$ cat config.mk
export PLATFORM = sky130hd
export DESIGN_NAME = rc4_phase_sequencer
export DESIGN_NICKNAME = d
export VERILOG_FILES = /design/src/rtl/rc4_phase_sequencer.sv
export SDC_FILE = /design/constraint.sdc
export NUM_CORES = 1
export LEC_CHECK = 0
export CAP_MARGIN = 25
export CORE_MARGIN = 4
export CORE_UTILIZATION = 42
export CTS_BUF_LIST = sky130_fd_sc_hd__clkbuf_16
export DETAILED_ROUTE_END_ITERATION = 12
export GPL_TIMING_DRIVEN = 0
export MAX_ROUTING_LAYER = met4
export PLACE_DENSITY = 0.95
export SETUP_SLACK_MARGIN = 0.5
export SKIP_LAST_GASP = 1
export SLEW_MARGIN = 5
export SYNTH_ARGS = -nofsm -noshare
export SYNTH_HDL_FRONTEND = slang
export SYNTH_SLANG_ARGS = --single-unit
$ cat constraint.sdc
create_clock -name clk -period 4 [get_ports clk]
set_input_delay 1.2 -clock clk [delete_from_list [all_inputs] [get_ports clk]]
set_output_delay 1.2 -clock clk [all_outputs]
set_load 0.1 [all_outputs]
$ cat src/rtl/rc4_phase_sequencer.sv
// RC4 key-search phase sequencer: runs S-init, KSA and PRGA engines in turn,
// steps the key on PRGA failure and muxes the single-port S memory.
//
// Ports:
//   clk, reset_n      clock and synchronous active-low reset
//   go                start (or restart) the search when not busy
//   phase_start[2:0]  one-cycle start pulse, bit i = engine i
//   phase_done[2:0]   engine done flags; only the active engine is honoured
//   prga_fail         PRGA rejected the current key
//   eng_addr/data     packed per-engine memory requests, engine i at slice i
//   eng_wren[2:0]     per-engine write enables
//   mem_addr/data     to S memory, from the owning engine (0 when unowned)
//   mem_wren          to S memory, from the owning engine only
//   key               current candidate key
//   busy              searching
//   key_found         search ended with a hit
//   key_exhaust       search ended on the last key without a hit
//   phase_led[2:0]    one-hot active engine, 0 when none
module rc4_phase_sequencer #(
  parameter int AW = 8,
  parameter int DW = 8,
  parameter int KEY_W = 24,
  parameter logic [KEY_W-1:0] KEY_FIRST = KEY_W'(24'h000000),
  parameter logic [KEY_W-1:0] KEY_LAST  = KEY_W'(24'h3FFFFF)
) (
  input  logic              clk,
  input  logic              reset_n,
  input  logic              go,
  output logic [2:0]        phase_start,
  input  logic [2:0]        phase_done,
  input  logic              prga_fail,
  input  logic [3*AW-1:0]   eng_addr,
  input  logic [3*DW-1:0]   eng_data,
  input  logic [2:0]        eng_wren,
  output logic [AW-1:0]     mem_addr,
  output logic [DW-1:0]     mem_data,
  output logic              mem_wren,
  output logic [KEY_W-1:0]  key,
  output logic              busy,
  output logic              key_found,
  output logic              key_exhaust,
  output logic [2:0]        phase_led
);

  localparam logic [3:0] IDLE      = 4'd0;
  localparam logic [3:0] ST_INIT   = 4'd1;
  localparam logic [3:0] WT_INIT   = 4'd2;
  localparam logic [3:0] ST_KSA    = 4'd3;
  localparam logic [3:0] WT_KSA    = 4'd4;
  localparam logic [3:0] ST_PRGA   = 4'd5;
  localparam logic [3:0] WT_PRGA   = 4'd6;
  localparam logic [3:0] NEXT_KEY  = 4'd7;
  localparam logic [3:0] FOUND     = 4'd8;
  localparam logic [3:0] EXHAUSTED = 4'd9;

  logic [3:0]       state;
  logic [3:0]       state_nx;
  logic [2:0]       owner;
  logic [2:0]       owner_nx;
  logic [KEY_W-1:0] key_nx;
  logic             idle_like;

  assign idle_like = (state == IDLE)
                   | (state == FOUND)
                   | (state == EXHAUSTED);

  always_comb begin
    state_nx = state;
    case (state)
      IDLE: begin
        if (go) state_nx = ST_INIT;
      end
      ST_INIT: state_nx = WT_INIT;
      WT_INIT: begin
        if (phase_done[0]) state_nx = ST_KSA;
      end
      ST_KSA: state_nx = WT_KSA;
      WT_KSA: begin
        if (phase_done[1]) state_nx = ST_PRGA;
      end
      ST_PRGA: state_nx = WT_PRGA;
      WT_PRGA: begin
        // A failure wins over a simultaneous done.
        if (prga_fail) begin
          if (key == KEY_LAST) state_nx = EXHAUSTED;
          else                 state_nx = NEXT_KEY;
        end else if (phase_done[2]) begin
          state_nx = FOUND;
        end
      end
      NEXT_KEY: state_nx = ST_INIT;
      FOUND: begin
        if (go) state_nx = ST_INIT;
      end
      EXHAUSTED: begin
        if (go) state_nx = ST_INIT;
      end
      default: state_nx = IDLE;
    endcase
  end

  // Memory owner tracks the engine whose ST/WT pair we are in.
  always_comb begin
    owner_nx = 3'b000;
    case (state_nx)
      ST_INIT, WT_INIT: owner_nx = 3'b001;
      ST_KSA,  WT_KSA:  owner_nx = 3'b010;
      ST_PRGA, WT_PRGA: owner_nx = 3'b100;
      default:          owner_nx = 3'b000;
    endcase
  end

  always_comb begin
    key_nx = key;
    if (state == NEXT_KEY) begin
      key_nx = key + KEY_W'(1);
    end else if (idle_like && go) begin
      key_nx = KEY_FIRST;
    end
  end

  always_ff @(posedge clk) begin
    if (!reset_n) begin
      state <= IDLE;
      owner <= 3'b000;
      key   <= KEY_FIRST;
    end else begin
      state <= state_nx;
      owner <= owner_nx;
      key   <= key_nx;
    end
  end

  always_comb begin
    phase_start = 3'b000;
    case (state)
      ST_INIT: phase_start = 3'b001;
      ST_KSA:  phase_start = 3'b010;
      ST_PRGA: phase_start = 3'b100;
      default: phase_start = 3'b000;
    endcase
  end

  always_comb begin
    mem_addr = '0;
    mem_data = '0;
    mem_wren = 1'b0;
    unique case (1'b1)
      owner[0]: begin
        mem_addr = eng_addr[0*AW +: AW];
        mem_data = eng_data[0*DW +: DW];
        mem_wren = eng_wren[0];
      end
      owner[1]: begin
        mem_addr = eng_addr[1*AW +: AW];
        mem_data = eng_data[1*DW +: DW];
        mem_wren = eng_wren[1];
      end
      owner[2]: begin
        mem_addr = eng_addr[2*AW +: AW];
        mem_data = eng_data[2*DW +: DW];
        mem_wren = eng_wren[2];
      end
      default: begin
        mem_addr = '0;
        mem_data = '0;
        mem_wren = 1'b0;
      end
    endcase
  end

  assign busy        = ~idle_like;
  assign key_found   = (state == FOUND);
  assign key_exhaust = (state == EXHAUSTED);
  assign phase_led   = owner;

endmodule

## Word-level counts from Yosys, hierarchy flattened

Cells that the tools add are included.

| cells by class | value |
|---|---|
| add/subtract/negate cells | 1 |
| eq/ne operators | 16 |
| muxes and demuxes | 14 |
| bitwise logic cells | 3 |
| reductions and logical operators | 7 |

Operator list:

| cell | count |
|---|---|
| 24-bit two-way mux | 2 |
| 8-bit case mux with 3 select lines | 2 |
| 4-bit case mux with 8 select lines | 1 |
| 4-bit by 3-bit == test with 1-bit output, second input constant | 7 |
| 24-bit by 1-bit adder with 24-bit output, second input constant | 1 |
| 24-bit by 22-bit == test with 1-bit output, second input constant | 1 |
| 4-bit two-way mux | 6 |
| 3-bit case mux with 3 select lines | 2 |
| 4-bit by 2-bit == test with 1-bit output, second input constant | 4 |
| 4-bit by 1-bit == test with 1-bit output, second input constant | 2 |
| 4-bit == test, second input constant | 2 |
| 2-bit OR reduction | 3 |
| 4-bit zero test | 1 |
| 1-bit case mux with 3 select lines | 1 |
| 3-bit OR reduction | 1 |
| 1-bit bitwise OR | 2 |
| 2-bit nonzero test | 1 |
| 1-bit logical AND | 1 |
| 1-bit inverter | 1 |

| word-level totals | value |
|---|---|
| bits in registers | 31 |
| input bits | 58 |

## Logic depth before layout (Yosys ltp)

Gate-level depths: netlist of the first run.

| depth | value |
|---|---|
| depth in word-level cells | 7 |
| depth in mapped cells | 7 |
| mapped depth without buffers | 6 |

## Worst setup path before layout of the first run

Ideal clock, no wire load.

| path | value |
|---|---|
| kind | register to output |
| start | register state[1] |
| end | output phase_start[0] |
| arrival | 2.731 ns |
| required time | 2.800 ns |
| path slack | 0.069 ns |
| cell stages (with the launch flop) | 4 |
| buffers on the path | 1 |
| path through | dfxtp_1 -> buf_2 -> nand2b_1 -> nor3_1 |

| on the way | value |
|---|---|
| cells in the longest elaborated chain, start to end | 2 |

RTL lines:

| what | line | source |
|---|---|---|
| from (decl) | 56 | `logic [3:0] state;` |
| from (signal assigned) | 128 | `state <= state_nx;` |
| 4-bit by 3-bit == test with 1-bit output (tied with other cells) | 136 | `case (state)` |
| 3-bit case mux with 3 select lines (*) | 136 |  |
| to (decl) | 29 | `output logic [2:0] phase_start,` |

Every way passes the cells marked *; elsewhere a longest branch is shown, timed or not.

## Final worst setup path of the first run

| path | value |
|---|---|
| start | input eng_wren[2] |
| end | output mem_wren |

| on the way | value |
|---|---|
| cells in the longest elaborated chain, start to end | 1 |

RTL lines:

| what | line | source |
|---|---|---|
| from (decl) | 34 | `input logic [2:0] eng_wren,` |
| 1-bit case mux with 3 select lines | 148 | `unique case (1'b1)` |
| to (decl) | 37 | `output logic mem_wren,` |

No other way between the ends.

==> results of run 1 <==
==> report_power, final <==
| part | internal, mW | switching (mW) | total [mW] |
|---|---|---|---|
| logic | 0.201 | 0.562 | 0.764 |
| clock network | 0.290 | 0.132 | 0.422 |
| registers | 0.319 | 0.00865 | 0.328 |
==> Yosys cell counts, types with 3 or more instances <==
cell	count
a21oi_1	11
a222oi_1	17
a311oi_1	5
a31oi_1	6
and3_1	9
buf_2	3
clkbuf_1	10
dfxtp_1	31
inv_1	20
mux2_2	5
nand2_1	21
nand2b_1	8
nand3_1	11
nand4_1	8
nor2_1	35
nor3_1	5
o21a_1	3
o21ai_0	8
xor2_1	5
==> state kept, by name, summed over array words and instances (netlist names) <==
name / count
phase_led: 3
key: 24
state: 4
==> stage by stage <==
| step | cell area [µm²] | hold slack, ps | std cells | worst slack [ps] | power (mW) |
|---|---|---|---|---|---|
| 6_report | 3240 | 497 | 416 | 472 | 1.51 |
| 2_1_floorplan | 1940 | 694 | 250 | 545 | 0.879 |
| 3_3_place_gp | 3060 | 468 | 408 | -201 | 1.07 |
| 4_1_cts | 3170 | 493 | 416 | 462 | 1.48 |
| 3_5_place_dp | 3060 | 478 | 408 | -232 | 1.08 |
| 5_1_grt | 3240 | 529 | 416 | 446 | 1.55 |
==> worst reg2reg max path, cell delays in order (launching register included) <==
cell	delay [ps]
dfxtp_1	420
ha_1	250
nand4_1	180
nor4_1	390
a31oi_1	220
nand2b_1	220
nor4_1	310
==> cell usage in the layout (no fill, tap or decap), types with 9 or more instances in the layout <==
| master | count |
|---|---|
| clkdlybuf4s50_1 | 80 |
| nor2_1 | 35 |
| dfxtp_1 | 31 |
| nand2_1 | 21 |
| inv_1 | 20 |
| a222oi_1 | 17 |
| nand3_1 | 11 |
| a21oi_1 | 11 |
| clkbuf_1 | 10 |
| and3_1 | 9 |
==> area by class of cell <==
cell class                 count  share of cell area, %
sequential                    31                   19.2
clock buffer                   5                   3.86
tap                           52                   2.01
buffer                        15                   2.01
timing repair buffer         106                   33.1
clock inverter                 3                   1.20
multi-input combinational    183                   36.2
inverter                      21                   2.43
==> logic make-up (layout without fill, tap and decap cells) <==
group / Yosys count / count (layout) / synth area share, %
adder cells (fa/ha/maj): 1 / 1 / 0.651
flip-flops: 31 / 31 / 32.3
AND/OR/NAND/NOR: 116 / 116 / 32.3
multiplexers: 6 / 6 / 3.51
AO/OA/AOI/OAI: 54 / 54 / 21.0
XOR/XNOR: 6 / 6 / 2.73
buffers and inverters: 36 / 150 / 7.48
==> final timing paths <==
kind                             end  slack (ps)  depth (start not counted)
min              key[8]$_SDFFE_PN0P_         500                          1
max                         mem_wren         470                          4
max reg2reg  phase_led[0]$_SDFF_PN0_        1900                          6
min reg2reg      key[8]$_SDFFE_PN0P_         500                          1
==> routing by layer <==
| layer | track usage (%) | vias to the layer above | routed length [µm] |
|---|---|---|---|
| met5 | - | - | 0 |
| met4 | 8.93 | 0 | 187 |
| met2 | 43.6 | 114 | 3530 |
| met3 | 4.75 | 24 | 674 |
| li1 | - | 1149 | - |
| met1 | 26.7 | 1142 | 2800 |
==> timing repair <==
item,4_1_cts,5_1_grt
resized for setup,103,24
setup buffers,0,0
endpoints found under the setup margin,22,14
gates cloned,0,0
pin swaps,0,4
hold buffers,0,0
==> metrics, run 1 <==
Max-Slew Margin vs Limit=between 30% and 40%; Routed WL=slightly above 7 mm; CTS tree=done; final core occ=73.9%; grt ovf=0; CP startpoint kind=input port; pin count of the biggest net entering global routing=11; Max clock buf depth=2; sequential cell area=slightly above 600 µm²; layout cells sized above 1=11.5%; # DRC=0; Synth warnings=0; worst-margin pin slew=~990 ps; GRT Resource Usage Total=between 20 and 25%; layout net count=around 420; synthesized area=0.00192 mm²; Slew Limit Fails=0; footprint of the multi-input gates=approximately 0.0012 mm²; Worst Hold Launch=key[8]$_SDFFE_PN0P_; via density per instance=~5.8; syn_nets=between 300 and 400; Largest delay share family, worst path=buffers and inverters; Leak Pwr=1.40 nW; Die Span Y=75.7 µm; total negative slack=0 ps; die width=75.7 µm; RSZ-0062 raised after global routing=yes; Max stage delay on crit path=400 ps; global-route wire length before repair=roughly 10 mm; Post-Synthesis Cells=250; IO Pins=around 110; Peak supply drop=0.259 mV; Port Buffer Count=about 110; Final setup viols=0; router iterations before antenna repair=5; Top FF cell, synth=dfxtp_1; vias in the first global route=roughly 2300; crit end category=output port; Clock Latency Late Sink=roughly 270 ps; critical path required time=~2800 ps; Core Area=0.00438 mm²; WL per Instance=roughly 17 µm; final RePlAce weighted congestion=0.850; H-tree depth=2; status=complete, no violations; area leader, netlist=dfxtp_1; Final HPWL DP=roughly 5.5 mm; Seq cells post-synth=31; R2R Path Start=key[0]$_SDFFE_PN0P_; # fillers=about 340; Post-DRT Antenna Nets=0; CP arrival=2330 ps; Final Skew=3.05 ps; Fin. Hold Viols=0; CTS Sinks=31; Worst Hold Class=reg -> reg; synthesized area per cell=7.69 µm²; Antenna Cells=0; antenna violations before repair=0; register area share after synthesis=32.3%; Area Overhead vs Synth=68.5%; row cnt=24; die area=about 0.0057 mm²; initial drt markers=roughly 150; number of flops mapped to enable cells by yosys=0; CTS root buf=clkbuf_16; top cells by area, synth=dfxtp_1 (32%), a222oi_1 (8.8%), nor2_1 (6.8%), nand2_1 (4.1%), inv_1 (3.9%); min Tclk post-route=roughly 3500 ps; CTS buffer count=5; synth unique cells=44; Yosys top cell area share=32.3%; Clock Pin Slew Worst Setup and Hold Paths=roughly 50 ps; CP Cell Sequence=clkdlybuf4s50_1 -> a222oi_1 -> inv_1 -> buf_4; Initial Util=between 40% and 50%; critical path class=in -> out; Max-Cap Viols=0; Power Density=467 mW/mm²; Vias=2429; period utilization=88.2%; crit-path max FO=1; Slowest-stage cell, CP=clkdlybuf4s50_1; Synth async-reset ratio=0%; worst path bufs/invs=3; worst setup path startpoint=eng_wren[2]; fmax=between 200 and 300 MHz
Note: power is estimated with default switching activity, not from simulation.
==> run 2, diff against run 1 <==
- HOLD_SLACK_MARGIN: not set -> 0.1
- PLACE_DENSITY: 0.95 -> 0.87
- REMOVE_ABC_BUFFERS: not set -> 1
==> metrics, run 2 (synthesized netlist as in run 1, its figures left out) <==
pin count of the biggest net entering global routing=19; CP Cell Sequence=clkdlybuf4s50_1 -> a222oi_1 -> inv_1 -> clkbuf_4; worst path bufs/invs=3; GRT Resource Usage Total=~23%; Post-CTS Setup Inserts=0; Max clock buf depth=2; layout cells sized above 1=approximately 9.2%; Max-Slew Margin vs Limit=33.9%; status=complete, no violations; Biggest register=key; Final Skew=approximately 1.6 ps; # DRC=0; row cnt=24; Clock Pin Slew Worst Setup and Hold Paths=roughly 50 ps; Port Buffer Count=~110; Max stage delay on crit path=about 410 ps; router iterations before antenna repair=5; commonest cells after routing, fill and taps aside=clkdlybuf4s50_1 (84), nor2_1 (35), dfxtp_1 (31); Initial Util=43.9%; Clock Latency Late Sink=between 200 and 300 ps; Peak supply drop=0.255 mV; hold_ws=~490 ps; fmax=284 MHz; crit end category=output port; Power Density=roughly 450 mW/mm²; post-layout worst setup margin=484 ps; CTS root buf=clkbuf_16; Max-Cap Viols=0; H-tree depth=2; vias in the first global route=approximately 2100; Fin. Hold Viols=0; Routed WL=between 6 and 7 mm; worst-margin pin slew=between 900 and 1000 ps; critical path class=in -> out; period utilization=87.9%; final RePlAce weighted congestion=approximately 0.88; Slowest-stage cell, CP=clkdlybuf4s50_1; IO Pins=108; via density per instance=roughly 5.7; commonest non-fill, non-tap cell in the layout=clkdlybuf4s50_1; # fillers=360; post-place setup slack=-229 ps; critical path required time=approximately 2800 ps; CP arrival=2320 ps; Slew Limit Fails=0; Post-CTS Hold Buffers=0; global-route wire length before repair=~9.7 mm; RSZ-0062 raised after global routing=yes; CTS Sinks=31; Leak Pwr=between 1 and 1.5 nW; Area Overhead vs Synth=61.6%; Vias=2277; die area=between 0.005 and 0.006 mm²; max reg flops=24; crit-path max FO=1; Final HPWL DP=4.87 mm; layout net count=approximately 410; CP startpoint kind=input port; min Tclk post-route=around 3500 ps; die width=75.7 µm; Post-DRT Antenna Nets=0; initial drt markers=about 110; grt ovf=0; Die Span Y=75.7 µm; Worst Hold Class=reg -> reg; Antenna Cells=0; Largest delay share family, worst path=buffers and inverters; Final setup viols=0; CTS tree=done; WL per Instance=around 16 µm; Core Area=about 0.0044 mm²; antenna violations before repair=0; CTS buffer count=5
## run 2: report_power, final
part	leakage, nW	switching [mW]	total [mW]	internal, mW
combinational	1.00	0.513	0.695	0.183
sequential	0.250	0.0426	0.362	0.319
clock	0.0669	0.126	0.347	0.221
## run 2: final timing paths
path	startpoint	slack (ps)	endpoint	depth (start not counted)
worst max-delay path	eng_data[16]	480	mem_data[0]	4
worst min-delay path	key[8]$_SDFFE_PN0P_	490	key[8]$_SDFFE_PN0P_	1
worst max register to register	state[1]$_SDFF_PN0_	1760	key[18]$_SDFFE_PN0P_	5
worst min register to register	key[8]$_SDFFE_PN0P_	490	key[8]$_SDFFE_PN0P_	1
## run 2: layer usage
layer,wire length (µm),share of wire [%],GRT usage (%),vias up
met1,2640,40,25.4,1066
met3,709,11,6.46,5
met2,3150,48,39.8,91
met4,54,0.82,5.44,0
li1,-,-,-,1115
met5,0,0,-,-
## run 2: repair_timing
item                       4_1_cts  5_1_grt
resized for setup               96       27
setup endpoints to repair       21       17
pin swaps                        0        4
## run 2: per-stage QoR
stage               power (mW)  utilization [%]  cell area (µm²)  instances  setup TNS [ps]
floorplan                0.864                -             1860        235               0
global placement          1.06             68.3             2990        394           -2880
detailed placement        1.06             68.3             2990        394           -3230
CTS                       1.37             69.6             3050        400               0
global route              1.44             70.9             3110        400               0
finish                    1.40             70.9             3110        400               0
## run 2: area by class of cell
cell class | instances | area (µm²) | share of cell area [%]
clock buffer | 5 | 125 | 4.03
clock inverter | 1 | 3.75 | 0.121
inverter | 21 | 78.8 | 2.54
multi-input combinational | 183 | 1160 | 37.3
sequential | 31 | 621 | 20.0
tap | 52 | 65.1 | 2.09
timing repair buffer | 107 | 1060 | 34.0
## run 2: worst register-to-register path, stage by stage (launching register included)
cell     delay (ps)
dfxtp_1         620
and4b_1         580
and3_1          380
nand4_1         160
and3_1          220
o21a_1          170
==> run 3, diff against run 2 <==
- SETUP_SLACK_MARGIN: 0.5 -> not set
==> metrics, run 3 (synthesized netlist as in run 1, its figures left out) <==
status=complete, no violations; Largest delay share family, worst path=buffers and inverters; H-tree depth=2; Max stage delay on crit path=~900 ps; Worst Hold Launch=key[8]$_SDFFE_PN0P_; initial drt markers=115; Area Overhead vs Synth=61.3%; Biggest register=key; CP Cell Sequence=clkdlybuf4s50_1 -> a222oi_1 -> inv_1 -> dlygate4sd2_1; die width=~76 µm; Vias=between 2000 and 2500; R2R cell count=5; # DRC=0; hold depth=1; crit end category=output port; Max-Slew Margin vs Limit=between 30% and 40%; Internal=between 0.6 and 0.7 mW; R2R Path Start=state[1]$_SDFF_PN0_; worst-margin pin slew=between 900 and 1000 ps; Slowest-stage cell, CP=dlygate4sd2_1; critical path required time=between 2000 and 3000 ps; post-place setup slack=-229 ps; worst flop-to-flop path endpoint=key[18]$_SDFFE_PN0P_; Initial Util=a little over two fifths; critical path class=in -> out; switching power=a little under 0.7 mW; CP arrival=2730 ps; pin count of the biggest net entering global routing=19; IO Pins=108; final std cells w/o fill=400; Antenna Cells=0; fmax=approximately 250 MHz; post-layout worst setup margin=between 70 and 80 ps; global-route wire length before repair=9.73 mm; # fillers=about 360; die area=0.00573 mm²; Clock Latency Late Sink=270 ps; layout net count=between 400 and 500; Reg power frac=a little over a quarter; Final setup viols=0; Final Skew=~1.7 ps; Clk pwr share=25.2%; CTS buffer count=5; Power Density=approximately 440 mW/mm²; Max-Cap Viols=0; grt ovf=0; min Tclk post-route=between 3000 and 4000 ps; Peak supply drop=0.247 mV; CTS tree=done; Port Buffer Count=roughly 110; sequential cell area=roughly 620 µm²; final core occ=between 70% and 80%; Final HPWL DP=between 4 and 5 mm; Die Span Y=around 76 µm; RSZ-0062 raised after global routing=no; combinational share of power=about half; commonest cells after routing, fill and taps aside=clkdlybuf4s50_1 (90), nor2_1 (35), dfxtp_1 (31); Fin. Hold Viols=0; final RePlAce weighted congestion=0.879; router iterations before antenna repair=5; crit-path max FO=1; footprint of the multi-input gates=approximately 0.0012 mm²; CP startpoint kind=input port; Placed Cells=roughly 390; WL per Instance=16.4 µm; Slew Limit Fails=0; Core Area=0.00438 mm²; Worst Hold Class=reg -> reg; Worst Hold Path EP=key[8]$_SDFFE_PN0P_; commonest non-fill, non-tap cell in the layout=clkdlybuf4s50_1; period utilization=between 90% and 100%; vias in the first global route=between 2000 and 2500; antenna violations before repair=0; CTS Sinks=31; Clock Pin Slew Worst Setup and Hold Paths=50 ps; Post-DRT Antenna Nets=0; Max clock buf depth=2; row cnt=24; worst path bufs/invs=3; layout cells sized above 1=under 10%; CTS root buf=clkbuf_16; Routed WL=~6.5 mm; max reg flops=24; flop-to-flop setup slack=approximately 1800 ps; via density per instance=approximately 5.7; Switching Fraction=just under 50%; GRT Resource Usage Total=about 23%; Leak Pwr=about 1.3 nW
run 3: changes by cell type in the layout (fill, tap and decap cells not counted):
cell / delta
buf_2: -1
buf_4: -7
buf_6: -8
clkbuf_4: -1
clkdlybuf4s50_1: +6
dlygate4sd2_1: +13
dlymetal6s2s_1: -2
run 3: metal layers:
metal	wire, µm	part of all wire (%)	up-vias	GRT usage, %
met5	0	0	-	-
met2	3140	48	90	39.8
li1	-	-	1116	-
met1	2640	40	1069	25.3
met3	704	11	5	6.46
met4	54	0.83	0	5.44
run 3: worst reg2reg max path, delay by kind of cell (launching register included):
kind	cells	cell delay, ps
simple gates	4	1340
flops	1	620
compound gates	1	170
run 3: per-stage QoR:
step                setup TNS, ps  hold slack, ps  instance area (µm²)  power [mW]
finish                          0             492                 3100        1.37
detailed placement          -3230             482                 2990        1.06
floorplan                       0             660                 1860       0.864
CTS                             0             497                 3100        1.37
global route                    0             546                 3100        1.41
global placement            -2880             473                 2990        1.06
run 3: worst max path at each step:
stage | from | end | slack [ps] | cells after the start
after floorplan | state[0]$_SDFF_PN0_ | phase_start[0] | 120 | 2
after global placement | eng_addr[21] | mem_addr[5] | -190 | 4
after detailed placement | eng_data[16] | mem_data[0] | -230 | 4
after CTS | eng_addr[13] | mem_addr[5] | 60 | 4
after global routing | eng_addr[13] | mem_addr[5] | 30 | 4
final | eng_addr[13] | mem_addr[5] | 70 | 4
run 3: final cells by class:
class / count / area share, %
Multi-Input combinational cell: 183 / 37.4
Timing Repair Buffer: 107 / 33.8
Sequential cell: 31 / 20.0
Clock buffer: 5 / 4.03
Inverter: 21 / 2.54
Tap cell: 52 / 2.10
Clock inverter: 1 / 0.121
run 3: power groups by stage:
stage / Combinational [mW] / Sequential, mW / Clock [mW]
global placement: 0.693 / 0.366 / 0
finish: 0.663 / 0.362 / 0.346
floorplan: 0.472 / 0.392 / 0
detailed placement: 0.698 / 0.367 / 0
global route: 0.688 / 0.365 / 0.358
CTS: 0.667 / 0.361 / 0.346
run 3: what timing repair did:
item	CTS	global route
resized for setup	17	0
buffers inserted	0	0
setup endpoints to repair	17	0
hold buffers	0	0
